===== src/rtl/matrix_operand_fetch.sv =====
// rtl/matrix_operand_fetch.sv - operand fetch engine: metadata check, element reads, handshaked stream
// Optional column-major streaming of the last operand is enabled by defining OPERAND_COLMAJOR_EN.
module matrix_operand_fetch #(
  parameter int DATA_W  = 8,
  parameter int MAX_DIM = 5,
  parameter int NUM_OPS = 2,
  parameter int ID_W    = 4,
  parameter int SLOTS   = 10,
  parameter int TIMEOUT = 64,
  parameter int AW      = 5
) (
  input  logic                    clk,
  input  logic                    rst,
  input  logic                    start,
  input  logic [2:0]              op_sel,
  input  logic [NUM_OPS*ID_W-1:0] id_in,
  input  logic                    col_major,
  output logic                    meta_req,
  output logic [ID_W-1:0]         meta_id,
  input  logic                    meta_valid,
  input  logic                    meta_present,
  input  logic [2:0]              meta_m,
  input  logic [2:0]              meta_n,
  output logic                    rd_req,
  output logic [ID_W-1:0]         rd_id,
  output logic [AW-1:0]           rd_addr,
  input  logic                    rd_valid,
  input  logic [DATA_W-1:0]       rd_data,
  output logic                    out_valid,
  input  logic                    out_ready,
  output logic [DATA_W-1:0]       out_data,
  output logic [1:0]              out_op_idx,
  output logic [2:0]              out_row,
  output logic [2:0]              out_col,
  output logic                    out_last,
  output logic [NUM_OPS*6-1:0]    dims_out,
  output logic                    busy,
  output logic                    done,
  output logic                    error,
  output logic [2:0]              err_code
);

  localparam int TW = $clog2(TIMEOUT + 1);

  localparam logic [2:0] OP_TRANSPOSE = 3'b000;
  localparam logic [2:0] OP_ADD       = 3'b001;
  localparam logic [2:0] OP_MATMUL    = 3'b011;

  localparam logic [2:0] ERR_NONE    = 3'b000;
  localparam logic [2:0] ERR_ID_DIM  = 3'b001;
  localparam logic [2:0] ERR_DIM_MIS = 3'b010;
  localparam logic [2:0] ERR_OP      = 3'b011;
  localparam logic [2:0] ERR_TIMEOUT = 3'b100;

  typedef enum logic [3:0] {
    S_IDLE,
    S_META_REQ,
    S_META_WAIT,
    S_CHECK,
    S_ELEM_REQ,
    S_ELEM_WAIT,
    S_ELEM_OUT,
    S_DONE,
    S_ERR
  } state_t;

  state_t                    state_q, state_d;
  logic [2:0]                op_q, op_d;
  logic [NUM_OPS*ID_W-1:0]   id_q, id_d;
  logic                      cm_q, cm_d;
  logic [1:0]                idx_q, idx_d;
  logic [2:0]                row_q, row_d;
  logic [2:0]                col_q, col_d;
  logic [TW-1:0]             wait_q, wait_d;
  logic [DATA_W-1:0]         data_q, data_d;
  logic [NUM_OPS*6-1:0]      dims_q, dims_d;
  logic [2:0]                err_code_q, err_code_d;
  logic                      error_q, error_d;

  logic            two_op, op_bad, last_op, last_elem, cm_active, dims_ok, timed_out;
  logic [ID_W-1:0] cur_id;
  logic [2:0]      cur_m, cur_n, ma, na, mb, nb;
  logic [AW-1:0]   cur_addr;

  assign two_op    = (op_q == OP_ADD) || (op_q == OP_MATMUL);
  assign op_bad    = (op_q > OP_MATMUL) || (two_op && (NUM_OPS < 2));
  assign last_op   = two_op ? (idx_q == 2'd1) : (idx_q == 2'd0);
  assign cur_id    = id_q[int'(idx_q)*ID_W +: ID_W];
  assign cur_m     = dims_q[int'(idx_q)*6 + 3 +: 3];
  assign cur_n     = dims_q[int'(idx_q)*6 +: 3];
  assign last_elem = (row_q == cur_m - 3'd1) && (col_q == cur_n - 3'd1);
  assign cur_addr  = AW'(row_q) * AW'(cur_n) + AW'(col_q);
  assign timed_out = (wait_q == TW'(TIMEOUT - 1));
  assign dims_ok   = meta_present && (meta_m != 3'd0) && (meta_n != 3'd0) &&
                     (int'(meta_m) <= MAX_DIM) && (int'(meta_n) <= MAX_DIM);

  assign ma = dims_q[5:3];
  assign na = dims_q[2:0];
  generate
    if (NUM_OPS >= 2) begin : g_two_ops
      assign mb = dims_q[11:9];
      assign nb = dims_q[8:6];
    end else begin : g_one_op
      assign mb = 3'd0;
      assign nb = 3'd0;
    end
  endgenerate

`ifdef OPERAND_COLMAJOR_EN
  assign cm_active = cm_q && last_op;
`else
  logic unused_cm;
  assign unused_cm = cm_q;
  assign cm_active = 1'b0;
`endif

  assign busy     = (state_q != S_IDLE);
  assign error    = error_q;
  assign err_code = err_code_q;
  assign dims_out = dims_q;

  always_ff @(posedge clk or posedge rst) begin
    if (rst) begin
      state_q    <= S_IDLE;
      op_q       <= 3'd0;
      id_q       <= '0;
      cm_q       <= 1'b0;
      idx_q      <= 2'd0;
      row_q      <= 3'd0;
      col_q      <= 3'd0;
      wait_q     <= '0;
      data_q     <= '0;
      dims_q     <= '0;
      err_code_q <= ERR_NONE;
      error_q    <= 1'b0;
    end else begin
      state_q    <= state_d;
      op_q       <= op_d;
      id_q       <= id_d;
      cm_q       <= cm_d;
      idx_q      <= idx_d;
      row_q      <= row_d;
      col_q      <= col_d;
      wait_q     <= wait_d;
      data_q     <= data_d;
      dims_q     <= dims_d;
      err_code_q <= err_code_d;
      error_q    <= error_d;
    end
  end

  always_comb begin
    state_d    = state_q;
    op_d       = op_q;
    id_d       = id_q;
    cm_d       = cm_q;
    idx_d      = idx_q;
    row_d      = row_q;
    col_d      = col_q;
    wait_d     = wait_q;
    data_d     = data_q;
    dims_d     = dims_q;
    err_code_d = err_code_q;
    error_d    = 1'b0;
    meta_req   = 1'b0;
    meta_id    = '0;
    rd_req     = 1'b0;
    rd_id      = '0;
    rd_addr    = '0;
    out_valid  = 1'b0;
    out_data   = '0;
    out_op_idx = 2'd0;
    out_row    = 3'd0;
    out_col    = 3'd0;
    out_last   = 1'b0;
    done       = 1'b0;

    case (state_q)
      S_IDLE: begin
        if (start) begin
          op_d       = op_sel;
          id_d       = id_in;
          cm_d       = col_major;
          idx_d      = 2'd0;
          dims_d     = '0;
          err_code_d = ERR_NONE;
          state_d    = S_META_REQ;
        end
      end

      // First visit doubles as the operation check in the cycle after start.
      S_META_REQ: begin
        if (op_bad) begin
          err_code_d = ERR_OP;
          state_d    = S_ERR;
        end else if (int'(cur_id) >= SLOTS) begin
          err_code_d = ERR_ID_DIM;
          state_d    = S_ERR;
        end else begin
          meta_req = 1'b1;
          meta_id  = cur_id;
          wait_d   = '0;
          state_d  = S_META_WAIT;
        end
      end

      S_META_WAIT: begin
        if (meta_valid) begin
          dims_d[int'(idx_q)*6 +: 6] = {meta_m, meta_n};
          if (!dims_ok) begin
            err_code_d = ERR_ID_DIM;
            state_d    = S_ERR;
          end else if (last_op) begin
            state_d = S_CHECK;
          end else begin
            idx_d   = idx_q + 2'd1;
            state_d = S_META_REQ;
          end
        end else if (timed_out) begin
          err_code_d = ERR_TIMEOUT;
          state_d    = S_ERR;
        end else begin
          wait_d = wait_q + TW'(1);
        end
      end

      S_CHECK: begin
        if (((op_q == OP_ADD) && ((ma != mb) || (na != nb))) ||
            ((op_q == OP_MATMUL) && (na != mb))) begin
          err_code_d = ERR_DIM_MIS;
          state_d    = S_ERR;
        end else begin
          idx_d   = 2'd0;
          row_d   = 3'd0;
          col_d   = 3'd0;
          state_d = S_ELEM_REQ;
        end
      end

      S_ELEM_REQ: begin
        rd_req  = 1'b1;
        rd_id   = cur_id;
        rd_addr = cur_addr;
        wait_d  = '0;
        state_d = S_ELEM_WAIT;
      end

      S_ELEM_WAIT: begin
        if (rd_valid) begin
          data_d  = rd_data;
          state_d = S_ELEM_OUT;
        end else if (timed_out) begin
          err_code_d = ERR_TIMEOUT;
          state_d    = S_ERR;
        end else begin
          wait_d = wait_q + TW'(1);
        end
      end

      S_ELEM_OUT: begin
        out_valid  = 1'b1;
        out_data   = data_q;
        out_op_idx = idx_q;
        out_row    = row_q;
        out_col    = col_q;
        out_last   = last_elem && last_op;
        if (out_ready) begin
          if (last_elem) begin
            if (last_op) begin
              state_d = S_DONE;
            end else begin
              idx_d   = idx_q + 2'd1;
              row_d   = 3'd0;
              col_d   = 3'd0;
              state_d = S_ELEM_REQ;
            end
          end else begin
            state_d = S_ELEM_REQ;
            if (cm_active) begin
              if (row_q == cur_m - 3'd1) begin
                row_d = 3'd0;
                col_d = col_q + 3'd1;
              end else begin
                row_d = row_q + 3'd1;
              end
            end else begin
              if (col_q == cur_n - 3'd1) begin
                col_d = 3'd0;
                row_d = row_q + 3'd1;
              end else begin
                col_d = col_q + 3'd1;
              end
            end
          end
        end
      end

      S_DONE: begin
        done    = 1'b1;
        state_d = S_IDLE;
      end

      // error is registered so its pulse lands on the first IDLE cycle.
      S_ERR: begin
        error_d = 1'b1;
        state_d = S_IDLE;
      end

      default: state_d = S_IDLE;
    endcase
  end

endmodule


===== config.mk =====
export PLATFORM = sky130hd
export DESIGN_NAME = matrix_operand_fetch
export DESIGN_NICKNAME = d
export VERILOG_FILES = /design/src/rtl/matrix_operand_fetch.sv
export SDC_FILE = /design/constraint.sdc
export NUM_CORES = 1
export LEC_CHECK = 0
export ABC_AREA = 1
export CAP_MARGIN = 25
export CORE_AREA = 2 2 112 82
export CTS_CLUSTER_DIAMETER = 30
export CTS_CLUSTER_SIZE = 12
export DETAILED_ROUTE_END_ITERATION = 8
export DIE_AREA = 0 0 114 84
export PLACE_DENSITY_LB_ADDON = 0.25
export SYNTH_ARGS = -nofsm -noshare
export SYNTH_HDL_FRONTEND = slang
export SYNTH_SLANG_ARGS = --single-unit

===== constraint.sdc =====
create_clock -name clk -period 7.1 [get_ports clk]
set_input_delay 1.42 -clock clk [delete_from_list [all_inputs] [get_ports clk]]
set_output_delay 1.42 -clock clk [all_outputs]
set_load 0.01 [all_outputs]

==> key figures <==
Global routing
  • Global-route wire length before repair: 18400 um
  • Tot GR Track Use: 24.0%
  • Largest net degree at the start of global routing: 55
  • Vias in the first global route: 3762
  • Initial antenna violation count: 0
  • Overflow after GRT: 0

Placement
  • Cell Area, Placed: 4960 um2
  • Detailed Place HPWL: 8570 um
  • Routability cong.: 0.907
  • Port-buffer cells: 82
  • DP Cell Count: 771

STA
  • Fin crit period: 5.31 ns
  • Final Cycle Share: 74.8%
  • Max Clk Rate: 0.188 GHz
  • Rel. slew slack: 46.0%
  • Unrepaired setup endpoints after global routing: false
  • Final Slew Violations: 0
  • Endpoints failing hold: 0
  • TNS Setup: 0 ns
  • Final-report setup violation count: 0
  • Worst slew pin tran: 0.807 ns
  • Clk_skew: 0.00701 ns

Setup path
  • Setup Crit Path Kind: reg2out
  • Worst endpoint data arrival time: 3.89 ns
  • Crit end category: output port
  • Setup crit start: idx_q[0]
  • CP max FO: 29
  • Data required, critical path: 5.68 ns
  • Origin of the critical flop-to-flop path: idx_q[0]
  • Critical path launch point type: register

Final layout
  • Diodes inserted: 0
  • Non-Filler Instances: 779
  • Commonest non-fill, non-tap cell in the layout: nand2_1
  • Synth-to-layout area growth: 26.5%
  • Utilization after layout: 59.4%
  • Net count, final: 727
  • Most frequent cells in the layout: nand2_1, clkdlybuf4s50_1, inv_1, nor2_1, dfrtp_1
  • Layout cells sized above 1: 7.90%
  • Final instance area: 5130 um2

Routing
  • Wire length per cell: 14.5 um
  • Drt total wl: 11300 um
  • Top layer in use: met4
  • Vias: 4188
  • Vias per inst: 5.38
  • DRC errors left: 0
  • Drt first pass iters: 6
  • Post-route ant nets: 0
  • DR iter-0 viols: 447
  • Met3 Wirelength: 871 um
  • DRT met1 WL: 5190 um
  • Length of routed met2 wiring: 5000 um

Clocking
  • CTS max path bufs: 2
  • CTS H-tree lvls: 2
  • Post-CTS setup buffer count: 0
  • Root Buffer Master: clkbuf_16
  • Post-cts resize count: 0
  • Worst skew pair latency: 0.30 ns
  • CTS Buf Count: 5
  • Hold-fix buffers, CTS: 0
  • Clock slew at reported path FFs: 0.07 ns
  • CTS tree: yes
  • Clk sinks: 54

Synth
  • Synth Net Count: 646
  • Post-synth ARST share: 100%
  • Main synth FF type: dfrtp_1
  • Synthesized area: 4060 um2
  • Cells after Synth: 590
  • Syn. warnings: 0
  • Yosys reg bits: 54
  • Post-synthesis sequential area ratio: 33.3%
  • Post-synth EDFFs: 0
  • Netlist cell types: 43
  • Syn avg cell area: 6.88 um2

Die
  • Die area: 9580 um2
  • # rows: 29
  • Die Ht: 84 um
  • Core area: 8640 um2
  • Die X: 114 um
  • Initial core utilization: 47.0%
  • Ports: 84

Flow run
  • Max Cap Viol: 0

Hold path
  • Hold path start: id_q[4]
  • Tightest Hold Check Type: reg2reg

Power and ir drop
  • Pwr Density: 322 nW/um2
  • Peak supply drop: 154 uV
  • Leakage: 2.44 nW
  • Total power: 1.65 mW

Status
  • Status: complete, no violations
stage by stage:
stage / setup slack (ns) / hold slack, ns
2_1_floorplan: 2.59 / 0.437
4_1_cts: 1.43 / 0.481
3_3_place_gp: 1.84 / 0.456
3_5_place_dp: 1.76 / 0.462
6_report: 1.79 / 0.476
5_1_grt: 1.62 / 0.491
logic make-up (layout without fill, tap and decap cells):
kind of cell	Yosys count	after routing	synth area share [%]
adders and majority gates	23	23	7.65
buffers and inverters	105	186	10.5
DFF	54	54	33.3
and+or+nand+nor	303	303	33.2
AOI/OAI and AO/OA	92	92	12.6
xor gates and xnor gates	13	13	2.81
sequential cells by signal (all words and copies together) (netlist names), 4 cells and up:
register	count
data_q	8
dims_out	12
id_q	8
state_q	4
wait_q	7
synthesized netlist by cell type, types with 2 or more instances:
library cell | count | share of area, %
o21ai_0 | 36 | 4.4
buf_2 | 3 | 0.37
o22ai_1 | 5 | 0.77
nor3_1 | 14 | 1.7
nand4_1 | 10 | 1.5
o31ai_1 | 2 | 0.37
inv_1 | 81 | 7.5
nor2_2 | 6 | 0.93
nor2_4 | 2 | 0.56
clkbuf_1 | 4 | 0.37
xor2_1 | 8 | 1.7
xnor2_1 | 5 | 1.1
nor3_2 | 2 | 0.49
nor2_1 | 80 | 7.4
a31oi_1 | 4 | 0.62
nand2_1 | 133 | 12
nand3_2 | 5 | 1.2
nand3_1 | 33 | 4.1
nand2_2 | 13 | 2.0
inv_2 | 10 | 0.93
fa_1 | 3 | 1.5
buf_6 | 2 | 0.56
o21ai_1 | 8 | 0.99
nor4_1 | 3 | 0.46
a21oi_1 | 28 | 3.5
dfrtp_1 | 54 | 33
ha_1 | 20 | 6.2
critical path, cell delays in order (launching register included):
cell	delay [ns]
dfrtp_1	0.45
buf_16	0.20
inv_6	0.15
nand2_2	0.07
nand2_2	0.10
nand3_1	0.13
fa_1	0.52
fa_1	0.53
inv_1	0.08
ha_1	0.30
a21o_1	0.15
a21oi_1	0.15
xor2_1	0.09
nor2_1	0.11
clkdlybuf4s50_1	0.55
report_power, final:
group | total, mW | internal (mW) | switching (mW)
clock | 0.249 | 0.130 | 0.119
combinational | 0.957 | 0.332 | 0.625
sequential | 0.446 | 0.388 | 0.0582
area by class of cell:
class	count	area, um2
tap	108	135
clock buffer	5	125
sequential	54	1350
multi-input combinational	431	2280
inverter	94	360
fill	819	3510
timing repair buffer	85	863
clock inverter	2	13.8
worst paths after layout:
path	endpoint	slack, ns	depth (start not counted)
hold / removal	id_q[4]	0.48	2
min in group asynchronous	data_q[5]	1.63	3
setup / recovery	rd_addr[4]	1.79	14
hold reg to reg	id_q[4]	0.48	2
max in group asynchronous	dims_out[7]	5.00	3
setup reg to reg	idx_q[1]	3.89	16
routing by layer:
metal  vias to the layer above  global-route usage [%]
met2                       162                    35.8
met5                         -                       0
met4                         0                    6.65
met1                      1943                    35.4
met3                        24                    4.43
li1                       2059                       -
Power figures use the tool's default switching activity.
